===== src/rtl/lsu_sequencer.sv =====
// Load/store sequencer for the MEM stage. It holds at most one outstanding bus
// access and stalls the pipeline until that access completes or times out.
module lsu_sequencer (
  input  logic        clk,
  input  logic        rst,
  input  logic [2:0]  rd_ctrl,
  input  logic [2:0]  wr_ctrl,
  input  logic [31:0] addr,
  input  logic [31:0] wdata,
  output logic        mem_req_valid,
  input  logic        mem_req_ready,
  output logic        mem_we,
  output logic [31:0] mem_addr,
  output logic [31:0] mem_wdata,
  output logic [3:0]  mem_wstrb,
  input  logic        mem_rsp_valid,
  input  logic [31:0] mem_rdata,
  output logic        lsu_stall,
  output logic [31:0] load_data,
  output logic        load_valid,
  output logic        misaligned,
  output logic        bus_err
);

  localparam logic [1:0] S_IDLE = 2'd0;
  localparam logic [1:0] S_REQ  = 2'd1;
  localparam logic [1:0] S_WAIT = 2'd2;
  localparam logic [1:0] S_DONE = 2'd3;

  logic [1:0]  state_q, state_d;
  logic [7:0]  cnt_q, cnt_d;
  logic [31:0] addr_q, addr_d;
  logic [31:0] wdata_q, wdata_d;
  logic [2:0]  type_q, type_d;
  logic        we_q, we_d;
  logic [31:0] load_data_q, load_data_d;
  logic        bus_err_q, bus_err_d;

  logic        ld_ok, st_ok, start, mis;
  logic [2:0]  sel_ctrl;
  logic [31:0] shifted, extracted;

  // Decode the incoming MEM-stage request; a load takes priority over a store.
  always_comb begin
    ld_ok    = (rd_ctrl != 3'd3) && (rd_ctrl != 3'd6) && (rd_ctrl != 3'd7);
    st_ok    = (wr_ctrl <= 3'd2);
    start    = ld_ok || st_ok;
    sel_ctrl = ld_ok ? rd_ctrl : wr_ctrl;
    mis      = ((sel_ctrl[1:0] == 2'd1) && addr[0]) ||
               ((sel_ctrl[1:0] == 2'd2) && (addr[1:0] != 2'b00));
  end

  // Extract the addressed byte/half from the returned word and extend it.
  always_comb begin
    shifted = mem_rdata >> {addr_q[1:0], 3'b000};
    case (type_q)
      3'd0:    extracted = {{24{shifted[7]}}, shifted[7:0]};
      3'd1:    extracted = {{16{shifted[15]}}, shifted[15:0]};
      3'd4:    extracted = {24'd0, shifted[7:0]};
      3'd5:    extracted = {16'd0, shifted[15:0]};
      default: extracted = mem_rdata;
    endcase
  end

  // Next-state logic: access sequencing, wait-counter timeout and load capture.
  always_comb begin
    state_d     = state_q;
    cnt_d       = cnt_q;
    addr_d      = addr_q;
    wdata_d     = wdata_q;
    type_d      = type_q;
    we_d        = we_q;
    load_data_d = load_data_q;
    bus_err_d   = 1'b0;
    case (state_q)
      S_IDLE: begin
        if (start && !mis) begin
          addr_d  = addr;
          wdata_d = wdata;
          type_d  = sel_ctrl;
          we_d    = !ld_ok;
          state_d = S_REQ;
        end
      end
      S_REQ: begin
        if (mem_req_ready) begin
          if (mem_rsp_valid) begin
            state_d = S_DONE;
            if (!we_q) load_data_d = extracted;
          end else begin
            state_d = S_WAIT;
            cnt_d   = 8'd0;
          end
        end
      end
      S_WAIT: begin
        if (mem_rsp_valid) begin
          state_d = S_DONE;
          if (!we_q) load_data_d = extracted;
        end else if (cnt_q == 8'd255) begin
          state_d   = S_IDLE;
          bus_err_d = 1'b1;
        end else begin
          cnt_d = cnt_q + 8'd1;
        end
      end
      default: state_d = S_IDLE;  // DONE: inputs ignored, same instruction still in MEM
    endcase
  end

  // State registers with asynchronous clear; reset abandons any access silently.
  always_ff @(posedge clk or posedge rst) begin
    if (rst) begin
      state_q     <= S_IDLE;
      cnt_q       <= 8'd0;
      addr_q      <= 32'd0;
      wdata_q     <= 32'd0;
      type_q      <= 3'd0;
      we_q        <= 1'b0;
      load_data_q <= 32'd0;
      bus_err_q   <= 1'b0;
    end else begin
      state_q     <= state_d;
      cnt_q       <= cnt_d;
      addr_q      <= addr_d;
      wdata_q     <= wdata_d;
      type_q      <= type_d;
      we_q        <= we_d;
      load_data_q <= load_data_d;
      bus_err_q   <= bus_err_d;
    end
  end

  // Bus request fields come from the latched access so they hold until the handshake.
  always_comb begin
    mem_req_valid = (state_q == S_REQ);
    mem_we        = mem_req_valid && we_q;
    mem_addr      = mem_req_valid ? {addr_q[31:2], 2'b00} : 32'd0;
    mem_wdata     = 32'd0;
    mem_wstrb     = 4'd0;
    if (mem_req_valid && we_q) begin
      case (type_q[1:0])
        2'd0: begin
          mem_wdata = {4{wdata_q[7:0]}};
          mem_wstrb = 4'b0001 << addr_q[1:0];
        end
        2'd1: begin
          mem_wdata = {2{wdata_q[15:0]}};
          mem_wstrb = 4'b0011 << addr_q[1:0];
        end
        default: begin
          mem_wdata = wdata_q;
          mem_wstrb = 4'b1111;
        end
      endcase
    end
  end

  // Stall starts combinationally in the detect cycle so the instruction stays in MEM.
  always_comb begin
    lsu_stall  = (!rst && (state_q == S_IDLE) && start && !mis) ||
                 (state_q == S_REQ) || (state_q == S_WAIT);
    misaligned = !rst && (state_q == S_IDLE) && start && mis;
    load_valid = (state_q == S_DONE) && !we_q;
    load_data  = load_data_q;
    bus_err    = bus_err_q;
  end

endmodule


===== config.mk =====
export PLATFORM = sky130hd
export DESIGN_NAME = lsu_sequencer
export DESIGN_NICKNAME = d
export VERILOG_FILES = /design/src/rtl/lsu_sequencer.sv
export SDC_FILE = /design/constraint.sdc
export NUM_CORES = 1
export LEC_CHECK = 0
export CAP_MARGIN = 10
export CORE_MARGIN = 3
export CORE_UTILIZATION = 58
export DETAILED_ROUTE_END_ITERATION = 7
export DONT_BUFFER_PORTS = 1
export PLACE_DENSITY = 0.76
export SYNTH_ARGS = -nofsm -noshare
export SYNTH_HDL_FRONTEND = slang
export SYNTH_SLANG_ARGS = --single-unit

===== constraint.sdc =====
create_clock -name clk -period 3.7 [get_ports clk]
set_input_delay 0.555 -clock clk [delete_from_list [all_inputs] [get_ports clk]]
set_output_delay 0.555 -clock clk [all_outputs]
set_load 0.005 [all_outputs]

==> metrics.csv <==
stage,metric,value,unit
power_and_ir_drop,p_seq_share,42.9,%
yosys,synth_top_family_by_area,multiplexers,
yosys,synthMuxAreaShare,20.4,%
worst_setup_path,max_stage_delay,600,ps
clock_tree,cts_buffers,9,
layout,nNetsFinal,672,
layout,final_area,0.00613,mm^2
floorplanning,rows,36,
layout,final_common_cell,dfrtp_1,
power_and_ir_drop,swShare,41.2,%
floorplanning,core,0.00982,mm^2
yosys,ys_ff_latch,111,
yosys,syn-instance-count,584,
power_and_ir_drop,power_leakage,2.79,nW
yosys,synthSimpleGateAreaFrac,16.9,%
timing,tightest_slew,1080,ps
yosys,synth_cell_type_count,42,
worst_setup_path,crit_start,state_q[1]$_DFFE_PP0P_,
routing,drt_first_pass_iters,4,
yosys,syn_area_per_cell,10.1,um^2
routing,vias,4321,
placed_design,place.gp.congestion,0.897,
floorplanning,start_util,60.1,%
yosys,yosysSeqAreaShare,47.1,%
placed_design,portBuffers,0,
power_and_ir_drop,ir_worst_vdd,0.000466,V
yosys,ys_warn_count,0,
worst_setup_path,endpoint_kind,output pin,
placed_design,dp_hpwl,10.5,mm
power_and_ir_drop,combPwrFrac,43.7,%
floorplanning,die_x,107,um
routing,wl_per_cell,20.6,um
worst_setup_path,cp_max_fo,29,
global_routing,grt_max_degree,67,
layout,area_delta_synth_final,3.92,%
clock_tree,clk_pin_slew,100,ps
timing,fin_tns_setup,0,ps
power_and_ir_drop,p_per_area,877,mW/mm^2
yosys,synth_xor_xnor_area_share,0.148,%
worst_setup_path,path_delay_family,simple AND/OR/NAND/NOR gates,
clock_tree,cts.sinks,111,
timing,grt_setup_unrepaired,false,
routing,viasPerCell,6.20,
power_and_ir_drop,internal_power,3.16,mW
worst_setup_path,path_class,register to output pin,
outcome,status,"complete, no violations",
yosys,synth_area,0.00590,mm^2
placed_design,placed_area,0.00594,mm^2
timing,slew_viol_final,0,
power_and_ir_drop,pwr-share-clk,13.3,%
worst_setup_path,arrival,2330,ps
placed_design,place_inst,682,
yosys,synth-compound-area-share,9.80,%
routing,wl,14.3,mm
routing,drc,0,
job,maxCapViolCount,0,
global_routing,gr-total-overflow,0,
floorplanning,die_y,107,um
routing,drt_iter0_drc,327,
timing,period_needed,2890,ps
floorplanning,num_io_pins,212,
timing,timing.slew.headroom,27.7,%
floorplanning,die_area,0.0114,mm^2
worst_setup_path,cp.buffers_inverters,1,
clock_tree,clock_latency,380,ps
layout,utilization,62.4,%
timing,finClkSkew,19.9,ps
timing,fin_crit_sh,78.0,%
timing,timing.fmax,346,MHz
worst_setup_path,crit_chain,inv_1 -> ha_1 -> nand2_1 -> a21oi_1,
timing,hold_viol,0,
clock_tree,post_cts_buffers,0,
power_and_ir_drop,power.switching,2.22,mW
clock_tree,cts-hold-fix-buffers,0,
yosys,yosys.area_share.adder,1.27,%
worst_setup_path,rr_startpoint,addr_q[1]$_DFFE_PP0P_,
layout,mostFrequentLayoutCells,"dfrtp_1, nand2_1, mux2_2",
routing,drtAntennaViolNets,0,
global_routing,grt_first_pass_wirelength,22.7,mm
hold_path,min_path_type,input pin to asynchronous set/reset pin,
global_routing,grt_pass1_vias,4409,
layout,fin_cells,697,
layout,antenna_cells,0,
layout,drive_gt1_share,17.2,%
worst_setup_path,cp-start-kind,register,
global_routing,track_usage,25.0,%
clock_tree,cts_resized,0,
global_routing,grt_antenna_before_repair,0,
timing,setup_viol,0,
clock_tree,root_buffer,clkbuf_8,
clock_tree,cts_buffer_depth,2,
worst_setup_path,worst_path_max_delay_cell,nand2_1,
worst_setup_path,cp_data_required_time,3140,ps
clock_tree,cts_max_level,3,
clock_tree,cts_tree,yes,
synth_stat cells:
master     count  area [um^2]
a2111o_1       3         33.8
a211oi_1       1         7.51
a21o_1         2         15.0
a21oi_1       37          185
a22o_1         1         8.76
and2_1        30          188
and3_1        12         75.1
buf_1          1         3.75
buf_2          9         45.0
buf_4          2         15.0
buf_6          3         33.8
clkbuf_1      28          105
conb_1         1         3.75
dfrtp_1      111         2780
ha_1           6         75.1
inv_1         13         48.8
mux2_2        50          563
mux2_4        18          270
mux2i_1       35          350
mux4_2         1         22.5
nand2_1       59          221
nand2_2        1         6.26
nand2b_1       4         25.0
nand3_1       39          195
nand4_1        2         12.5
nor2_1        40          150
nor2_2         1         6.26
nor2b_1        4         25.0
nor3_1         3         15.0
nor3_2         1         10.0
nor3b_1        1         7.51
nor4b_1        2         17.5
o2111ai_1      1         8.76
o21ai_0       34          170
o21bai_1       4         30.0
o221ai_1       6         52.6
o22ai_1        8         50.1
o2bb2ai_1      1         8.76
o31ai_1        1         7.51
or2_2          1         6.26
or3_1          6         37.5
xor2_1         1         8.76
metrics by stage:
step	hold WS [ps]	worst slack [ps]	total power, mW
detailed placement	485	1070	4.69
floorplan	463	587	4.16
finish	247	812	5.38
CTS	255	819	5.40
global placement	483	1130	4.60
global route	246	572	5.79
final timing paths:
kind	cells after the start	slack, ps	endpoint
max	4	810	mem_wstrb[1]
min	2	250	cnt_q[1]$_DFFE_PP0P_
max reg2reg	5	1030	load_data[31]$_DFFE_PP0P_
min reg2reg	2	500	load_data[10]$_DFFE_PP0P_
max in group asynchronous	3	2190	type_q[1]$_DFFE_PP0P_
min in group clk	1	270	bus_err$_DFF_PP0_
power groups by stage:
stage | combinational [mW] | clock [mW] | sequential, mW
5_1_grt | 2.61 | 0.781 | 2.39
6_report | 2.35 | 0.717 | 2.31
3_5_place_dp | 2.36 | 0 | 2.33
4_1_cts | 2.37 | 0.731 | 2.30
3_3_place_gp | 2.30 | 0 | 2.30
2_1_floorplan | 2.10 | 0 | 2.06
final cells by class:
class / instances / area, um^2
fill: 835 / 3690
multi-input combinational: 418 / 2880
sequential: 111 / 2780
tap: 133 / 166
clock buffer: 11 / 151
timing repair buffer: 7 / 65.1
inverter: 13 / 52.6
clock inverter: 4 / 37.5
flip-flops by register name (all words and copies together), names as in the netlist:
| register | count |
|---|---|
| addr_q | 32 |
| we_q | 1 |
| bus_err | 1 |
| state_q | 2 |
| wdata_q | 32 |
| type_q | 3 |
| cnt_q | 8 |
| load_data | 32 |
per-layer routing:
metal	share of wire (%)	GRT usage [%]	vias up
met5	0	0	-
met4	1.5	7.49	0
met3	9.9	8.07	18
met2	50	41.2	191
met1	38	31.5	2127
li1	-	-	1985
logic make-up after synthesis:
family	Yosys count
AND/OR/NAND/NOR	206
flip-flops	111
multiplexers	104
AO/OA/AOI/OAI	99
buffers and inverters	56
adder cells (fa/ha/maj)	6
other	1
XOR/XNOR	1
Note: power is estimated with default switching activity, not from simulation.
